--- config.mk ---
export PLATFORM = sky130hd
export DESIGN_NAME = node_feeder
export DESIGN_NICKNAME = d
export VERILOG_FILES = /design/src/rtl/node_pkg.sv /design/src/rtl/node_mul.sv /design/src/rtl/node_feeder.sv
export SDC_FILE = /design/constraint.sdc
export NUM_CORES = 1
export LEC_CHECK = 0
export BUFFER_PORTS_ARGS = -buffer_cell sky130_fd_sc_hd__clkbuf_2
export CAP_MARGIN = 10
export CORE_ASPECT_RATIO = 0.9
export CORE_MARGIN = 2
export CORE_UTILIZATION = 45
export CTS_CLUSTER_SIZE = 20
export DETAILED_ROUTE_END_ITERATION = 8
export PLACE_DENSITY = 0.69
export SLEW_MARGIN = 20
export SYNTH_ARGS = -nofsm -noshare
export SYNTH_HDL_FRONTEND = slang
export SYNTH_SLANG_ARGS = --single-unit
--- constraint.sdc ---
create_clock -name clk -period 7.45 [get_ports clk]
set_input_delay 1.49 -clock clk [delete_from_list [all_inputs] [get_ports clk]]
set_output_delay 1.49 -clock clk [all_outputs]
set_load 0.02 [all_outputs]
--- src/rtl/node_pkg.sv ---
// Shared definitions for the neuron feeder: widths, FSM encoding, bias
// sign-extension helper.
// Build option: NODE_FEEDER_BIAS_BEAT_EN (used by node_feeder).
package node_pkg;

   localparam int N_MAX = 1024;
   localparam int AW    = $clog2(N_MAX);
   localparam int XW    = 12;
   localparam int WW    = 8;
   localparam int PW    = XW + WW;

   typedef enum logic [1:0] {
      ST_IDLE  = 2'd0,
      ST_ISSUE = 2'd1,
      ST_DRAIN = 2'd2
   } state_t;

   // Widen a signed weight-sized value to activation width.
   function automatic logic [XW-1:0] sext_bias(input logic [WW-1:0] b);
      return {{(XW-WW){b[WW-1]}}, b};
   endfunction

endpackage

--- src/rtl/node_mul.sv ---
// Registered signed XW x WW multiplier with a valid flag carried alongside.
// The product register only loads on valid, so it holds between beats.
module node_mul
   import node_pkg::*;
(
   input  logic          clk,
   input  logic          rst,
   input  logic          in_valid,
   input  logic [XW-1:0] a,
   input  logic [WW-1:0] b,
   output logic [PW-1:0] p,
   output logic          out_valid
);

   // Full-width signed product, no truncation.
   always_ff @(posedge clk) begin
      if (!rst) begin
         p         <= '0;
         out_valid <= 1'b0;
      end else begin
         out_valid <= in_valid;
         if (in_valid) begin
            p <= $signed(a) * $signed(b);
         end
      end
   end

endmodule

--- src/rtl/node_feeder.sv ---
// Neuron feeder: walks N input/weight address pairs, reads both synchronous
// memories and streams framed signed products to the accumulator.
// Build option: NODE_FEEDER_BIAS_BEAT_EN adds a leading sign-extended bias beat.
//
// Stream handshake: prod_valid qualifies prod, prod_first and prod_last;
// there is no ready, every beat is consumed in the cycle it is presented,
// and beats of one pass are contiguous.
//
// The FSM register `state` (state_t) is the observable state for checkers.
module node_feeder
   import node_pkg::*;
(
   input  logic          clk,
   input  logic          rst,
   input  logic          start,
   input  logic [AW:0]   num_in,
   input  logic [AW-1:0] x_base,
   input  logic [AW-1:0] w_base,
   output logic [AW-1:0] x_addr,
   output logic [AW-1:0] w_addr,
   output logic          mem_re,
   input  logic [XW-1:0] x_rdata,
   input  logic [WW-1:0] w_rdata,
   input  logic [WW-1:0] bias,
   output logic [PW-1:0] prod,
   output logic          prod_valid,
   output logic          prod_first,
   output logic          prod_last,
   output logic          busy,
   output logic          done
);

   state_t        state;
   logic [AW:0]   n_q;
   logic [AW:0]   idx;
   logic          rd_valid;
   logic          rd_last;
   logic          mul_valid;
   logic [XW-1:0] mul_a;
   logic [WW-1:0] mul_b;
   logic          first_in;

`ifdef NODE_FEEDER_BIAS_BEAT_EN
   logic [WW-1:0] bias_q;
   logic          bias_beat;
`else
   logic          rd_first;
   logic          unused_bias;
   assign unused_bias = ^bias;
`endif

   // Pass sequencing: accept start, issue N reads, wait for the last beat.
   always_ff @(posedge clk) begin
      if (!rst) begin
         state  <= ST_IDLE;
         n_q    <= '0;
         idx    <= '0;
         x_addr <= '0;
         w_addr <= '0;
         mem_re <= 1'b0;
         busy   <= 1'b0;
         done   <= 1'b0;
`ifdef NODE_FEEDER_BIAS_BEAT_EN
         bias_q    <= '0;
         bias_beat <= 1'b0;
`endif
      end else begin
         done <= 1'b0;
`ifdef NODE_FEEDER_BIAS_BEAT_EN
         bias_beat <= 1'b0;
`endif
         case (state)
            ST_IDLE: begin
               if (start) begin
                  if (num_in == '0) begin
                     // Empty pass: acknowledge immediately, no beats.
                     done <= 1'b1;
                  end else begin
                     n_q    <= num_in;
                     idx    <= '0;
                     x_addr <= x_base;
                     w_addr <= w_base;
                     mem_re <= 1'b1;
                     busy   <= 1'b1;
                     state  <= ST_ISSUE;
`ifdef NODE_FEEDER_BIAS_BEAT_EN
                     bias_q    <= bias;
                     bias_beat <= 1'b1;
`endif
                  end
               end
            end
            ST_ISSUE: begin
               if (idx == n_q - 1'b1) begin
                  mem_re <= 1'b0;
                  state  <= ST_DRAIN;
               end else begin
                  idx    <= idx + 1'b1;
                  x_addr <= x_addr + 1'b1;
                  w_addr <= w_addr + 1'b1;
               end
            end
            ST_DRAIN: begin
               if (prod_valid && prod_last) begin
                  busy  <= 1'b0;
                  done  <= 1'b1;
                  state <= ST_IDLE;
               end
            end
            default: state <= ST_IDLE;
         endcase
      end
   end

   // Read stage: tag each returning memory word with its position in the pass.
   always_ff @(posedge clk) begin
      if (!rst) begin
         rd_valid <= 1'b0;
         rd_last  <= 1'b0;
`ifndef NODE_FEEDER_BIAS_BEAT_EN
         rd_first <= 1'b0;
`endif
      end else begin
         rd_valid <= mem_re;
         rd_last  <= mem_re && (idx == n_q - 1'b1);
`ifndef NODE_FEEDER_BIAS_BEAT_EN
         rd_first <= mem_re && (idx == '0);
`endif
      end
   end

`ifdef NODE_FEEDER_BIAS_BEAT_EN
   // The bias beat reuses the multiplier as bias * 1, one cycle ahead of
   // the first memory word, so the stream stays gap-free.
   assign mul_valid = rd_valid | bias_beat;
   assign mul_a     = bias_beat ? sext_bias(bias_q) : x_rdata;
   assign mul_b     = bias_beat ? WW'(1) : w_rdata;
   assign first_in  = bias_beat;
`else
   assign mul_valid = rd_valid;
   assign mul_a     = x_rdata;
   assign mul_b     = w_rdata;
   assign first_in  = rd_first;
`endif

   node_mul u_mul (
      .clk       (clk),
      .rst       (rst),
      .in_valid  (mul_valid),
      .a         (mul_a),
      .b         (mul_b),
      .p         (prod),
      .out_valid (prod_valid)
   );

   // Framing flags registered in step with the product register.
   always_ff @(posedge clk) begin
      if (!rst) begin
         prod_first <= 1'b0;
         prod_last  <= 1'b0;
      end else begin
         prod_first <= first_in;
         prod_last  <= rd_last;
      end
   end

endmodule

; ---- Yosys cells after proc, flatten, opt, wreduce, memory -nomap -nowiden
; Cells that the tools add are included.
[totals]
reg_bits = 73
inputBits = 62
out_inout_bits = 46
word_cells = 69
[classes]
n_addsub = 4
n_mul = 1
eq_ne = 8
n_mux = 27
bitwise = 1
n_reduce_logical = 13
[ops]
columns = operator, count
row1 = $mux 10, 6
row2 = $pmux 10 s2, 2
row3 = $mux 11, 3
row4 = $logic_not 11->1, 2
row5 = $pmux 11 s2, 1
row6 = $add 10x1->10 const B, 2
row7 = $mul 12x8->20, 1
row8 = $reduce_and 4->1, 4
row9 = $add 11x1->11 const B, 1
row10 = $eq 11x11->1, 1
row11 = $sub 11x1->11 const B, 1
row12 = $ne 2x2->1 const B, 5
row13 = $mux 2, 4
row14 = $mux 1, 7
row15 = $pmux 1 s2, 3
row16 = $pmux 2 s3, 1
row17 = $reduce_bool 2->1, 2
row18 = $logic_and 1x1->1, 3
row19 = $reduce_and 3->1, 1
row20 = $eq 2x1->1 const B, 1
row21 = $eq 2x2->1 const B, 1
row22 = $logic_not 2->1, 1
row23 = $not 1->1, 1

; ---- Longest topological paths before layout
[logic_depth]
word_depth = 4
depth_mapped = 20
mapped_depth_nobuf = 19

; ---- By module
; A second synthesis with hierarchy kept.
[hier_totals]
cells_unflattened = 865
hier_area_um2 = 7258.2
[by_module_without_submodules]
columns = mod, n_inst, cells_per_inst, area_per_inst_um2, seq_area_each_um2
row1 = node_mul, 1, 494, 4342.9, 420.4
row2 = node_feeder, 1, 371, 2915.3, 1041.0

; ---- Worst setup path before layout
; Ideal clock, no wire load.
[synth_timing]
path_kind = input -> register
start = input port w_rdata[4]
end = register u_mul.p[17]
setup_time_ns = 0.087
arrival_time_ns = 5.831
required_time_ns = 7.363
path_slack_ns = 1.532
path_stages = 17
path_buffers = 1
cell_sequence = clkbuf_1 -> nand2_1 -> fa_1 -> inv_1 -> fa_1 -> fa_1 -> inv_1 -> fa_1 -> inv_1 -> ha_1 -> a21o_1 -> a21o_1 -> or4b_2 -> nand3_1 -> nand2_1 -> o21a_1 -> o31ai_1
[synth_via]
elab_chain_cells = 1
[synth_lines]
columns = element, line_no
row1 = "start, declared", node_feeder.sv:23  ; input logic [WW-1:0] w_rdata,
row2 = $mul 12x8->20, node_mul.sv:23  ; p <= $signed(a) * $signed(b);
row3 = "end signal, assigned", node_mul.sv:23
row4 = "end, declared", node_mul.sv:11  ; output logic [PW-1:0] p,
; No other way between the ends.
; A chain may end at the register's enable or synchronous reset.

; ---- Worst setup path after layout
; Ends and elaborated chain as after synthesis.

==> flow_results.org <==
** Cells and area
- Final nets :: 1089
- Final design area excluding fillers :: 8140 µm²
- Post-Route Utilization :: 0.5235
- In the layout the commonest cells are sky130_fd_sc_hd__inv_1, sky130_fd_sc_hd__clkbuf_2, sky130_fd_sc_hd__fa_1.
- Post-synthesis to final-layout area growth :: 13.09%
- Filler Cell Count :: 1507
- Most common cell after layout, fill and taps aside :: sky130_fd_sc_hd__inv_1
- N_diodes :: 0
- In the final layout, the share of cells above drive strength 1 is 0.1526.

** Clock network
- The longest clock path from root to sink contains 2 buffers.
- For this design, the CTS-stage hold fixing added 0 buffers.
- Post-CTS Setup Inserts :: 0
- TritonCTS built the clock tree.
- Clock network latency to the later pin of the worst-skew pair :: 330 ps
- Count of H-tree levels built during CTS :: 3
- Once the clock tree was built, the resizer swapped 0 gates to a different size.
- The tree is rooted in a sky130_fd_sc_hd__clkbuf_16.
- Clock tree synthesis inserted a total of 9 buffers.
- Clock-pin slew was measured on the worst setup and hold paths at 60 ps.
- Counting every sink on the clock net gives 73.

** Synthesis
- Sequential fraction of the synthesis area :: 0.2030
- Counting flops with a built-in enable in the synthesized netlist gives 0.
- Synthesis produced a netlist with a net count of 1009.
- Post-synth top area cell :: sky130_fd_sc_hd__fa_1
- Of the post-synthesis cell area, the dominant cell type holds 0.2197.
- For this run, the leading register cell type out of synthesis is sky130_fd_sc_hd__dfxtp_1.
- Main combinational cell family by area after synthesis :: adder cells
- Area contributors post-synth :: sky130_fd_sc_hd__fa_1, sky130_fd_sc_hd__dfxtp_1, sky130_fd_sc_hd__ha_1
- Of the total synthesized cell area, the portion taken by XOR and XNOR cells is 0.03285.
- The synthesized netlist contains 64 unique library cells.
- Yosys warns :: 0
- Of the total synthesized cell area, the portion taken by full adders, half adders and majority gates is 0.2927.
- Proportion of synthesized flip-flops having asynchronous set or reset :: 0
- After synthesis, the share of cell area in mux cells is 0.03511.
- After synthesis, the mean cell area works out to 8.714 µm².
- Share of the synthesized area in compound gates (AO/OA/AOI/OAI) :: 0.1246
- Synthesized cell area :: 7198 µm²
- Of the total synthesized cell area, the portion taken by AND, OR, NAND and NOR gates is 0.2275.
- Gate Count Post-Synth :: 826
- After synthesis the netlist holds a flip-flop and latch count of 73.

** Floorplanning
- Measured along the y axis, the die boundary spans 124.0 µm.
- From left edge to right edge, the die measures 137.3 µm.
- I/O Pins :: 108
- Area of the core :: 15550 µm²
- The floorplan step defined a die boundary enclosing 17030 µm².
- The initialized floorplan defines 43 standard-cell rows.
- For this configuration, the core starts out at a cell density of 0.4629.

** Power
- Relative contribution of combinational cells to total power :: 0.558
- Relative contribution of sequential cells to total power :: 0.217
- Net switching fraction of the power :: 0.4106
- Power consumption :: 2191 µW
- For this design the total switching power over the nets is 899.7 µW.
- P per Cell Area :: 269.2 nW/µm²
- The internal portion of the total power is 1291 µW.
- The share of total power dissipated in the clock network is 0.225.
- Static Leakage :: 0.003790 µW
- IR analysis of the VDD net gives a maximum drop of 0.3272 mV.

** Placement
- DP Worst Slack :: 1215 ps
- HPWL after detailed placement :: 12.10 mm
- At the end of routability-driven placement, the weighted congestion stood at 0.8105.
- Once placement finished, the instance area stood at 7799 µm².
- In this run the tool buffered the top-level ports with 99 buffer cells.

** Global route
- Overall track demand over capacity in global routing :: 0.1975
- The number of global-route vias before repair was 5696.
- The first global-routing pass estimated 26.98 mm of wire.
- Remaining global-route overflow :: 0
- Antenna violations before repair :: 0
- Entering global routing, the biggest net connects 44 pins.

** STA
- Actual slew at the worst max-slew pin :: 1044 ps
- Final Hold Viols :: 0
- Number of endpoints failing setup at the final stage :: 0
- In the finished design, the share of the clock period the worst path needs comes to 0.7911.
- For the final database, setup skew stands at 5.686 ps.
- The final count of pins violating max slew was 0.
- The worst pin sits at a relative slew slack of 0.3041.
- Based on the critical path, the design can be clocked at up to 169.7 MHz.
- Setup total negative slack on the finished layout was measured at 0 ps.
- Final WS setup :: 1556 ps
- Final period demand of the worst path :: 5894 ps
- Setup repair after global routing left no endpoint under its margin.

** Detailed routing
- Remaining design rule violation count :: 0
- Number of iterations in the first detailed-routing pass :: 4
- In this run the remaining antenna-violating nets after routing total 0.
- After detailed routing, the number of vias per cell comes to 5.264.
- Routed wire per std cell :: 13.93 µm
- Initial detailed-routing violation count :: 252
- Summed over all layers, the routed wires come to 15.51 mm.
- Number of vias after detailed routing :: 5859

** Job
- Maximum capacitance violations :: 0

** Critical path
- The setup path with the least slack is of type in2reg.
- Category of the worst setup path launch point :: primary input
- At the worst endpoint, the arrival time is 6130 ps.
- The worst setup path is captured at a register.
- In this run the worst path has a maximum fanout of 12.
- Required arrival time at the worst endpoint :: 7690 ps

** Worst hold path
- In this run the worst hold path is classified as reg2reg.

** Status
- The flow ran to the end, and the final reports show no timing, DRC or antenna violations.
## worst paths after layout
| path | startpoint | to | slack, ps | cells after the start |
|---|---|---|---|---|
| worst min register to register | rd_last | prod_last | 430 | 1 |
| worst max register to register | n_q[0] | w_addr[5] | 4020 | 9 |
| worst max-delay path | w_rdata[4] | u_mul.p[17] | 1560 | 15 |
| worst min-delay path | rd_last | prod_last | 430 | 1 |
## power by group through the flow
stage / clock network, µW / registers (µW) / logic, µW
final: 494 / 475 / 1220
after global routing: 524 / 479 / 1440
after CTS: 509 / 474 / 1240
after detailed placement: 0 / 483 / 1230
after global placement: 0 / 482 / 1210
after floorplan: 0 / 515 / 941
## sequential cells by signal, indices dropped and copies added (netlist names)
register         flops
state                2
x_addr              10
mul_valid            1
mem_re               1
idx                 11
busy                 1
u_mul.p             20
n_q                 11
rd_last              1
done                 1
prod_first           1
u_mul.out_valid      1
first_in             1
prod_last            1
w_addr              10
## through the flow
step / instances / hold slack, ps
2_1_floorplan: 826 / 411.9
3_3_place_gp: 1097 / 418.0
3_5_place_dp: 1097 / 424.0
4_1_cts: 1113 / 438.2
5_1_grt: 1113 / 452.2
6_report: 1113 / 434.3
## routing by layer
layer | routed length, µm | track usage | vias to the layer above
met5 | 0 | 0 | -
met1 | 7659 | 0.2836 | 2821
li1 | - | - | 2892
met2 | 7001 | 0.3100 | 126
met4 | 276 | 0.05090 | 0
met3 | 568 | 0.03256 | 20
## critical path, cell delays in order
cell and delay, ps:
sky130_fd_sc_hd__clkbuf_2 210, sky130_fd_sc_hd__and2_1 240, sky130_fd_sc_hd__fa_1 560, sky130_fd_sc_hd__fa_1 460, sky130_fd_sc_hd__fa_1 550, sky130_fd_sc_hd__inv_1 50
sky130_fd_sc_hd__fa_1 530, sky130_fd_sc_hd__inv_1 40, sky130_fd_sc_hd__ha_1 330, sky130_fd_sc_hd__a21oi_1 400, sky130_fd_sc_hd__or4b_2 660, sky130_fd_sc_hd__nand3_1 140
sky130_fd_sc_hd__nand2_1 80, sky130_fd_sc_hd__o21a_1 170, sky130_fd_sc_hd__o31ai_1 230
## cell type report
cell class / instances / area [µm²] / area share
repair buffers: 104 / 533.0 / 0.06548
well taps: 202 / 252.7 / 0.03105
inverters: 112 / 420.4 / 0.05164
clock buffers: 9 / 225.2 / 0.02767
multi-input cells: 606 / 5131 / 0.6303
flip-flops and latches: 73 / 1461 / 0.1795
clock inverters: 7 / 116.4 / 0.01429
## synthesized netlist by cell type, drive strengths merged (14+ instances only)
cell and n:
a21oi 27, and2 72, buf 14, clkbuf 21, dfxtp 73, fa 79
ha 42, inv 112, mux2i 23, nand2 73, nand3 37, nor2 27
nor2b 38, o21ai 30, o31ai 14, xnor2 19
## logic make-up (layout without fill, tap and decap cells)
group	Yosys count	count (layout)
AO/OA/AOI/OAI	130	130
flip-flops	73	73
buffers and inverters	147	232
AND/OR/NAND/NOR	303	303
adder cells (fa/ha/maj)	121	121
multiplexers	25	25
XOR/XNOR	27	27
(Power assumes the default switching activity.)
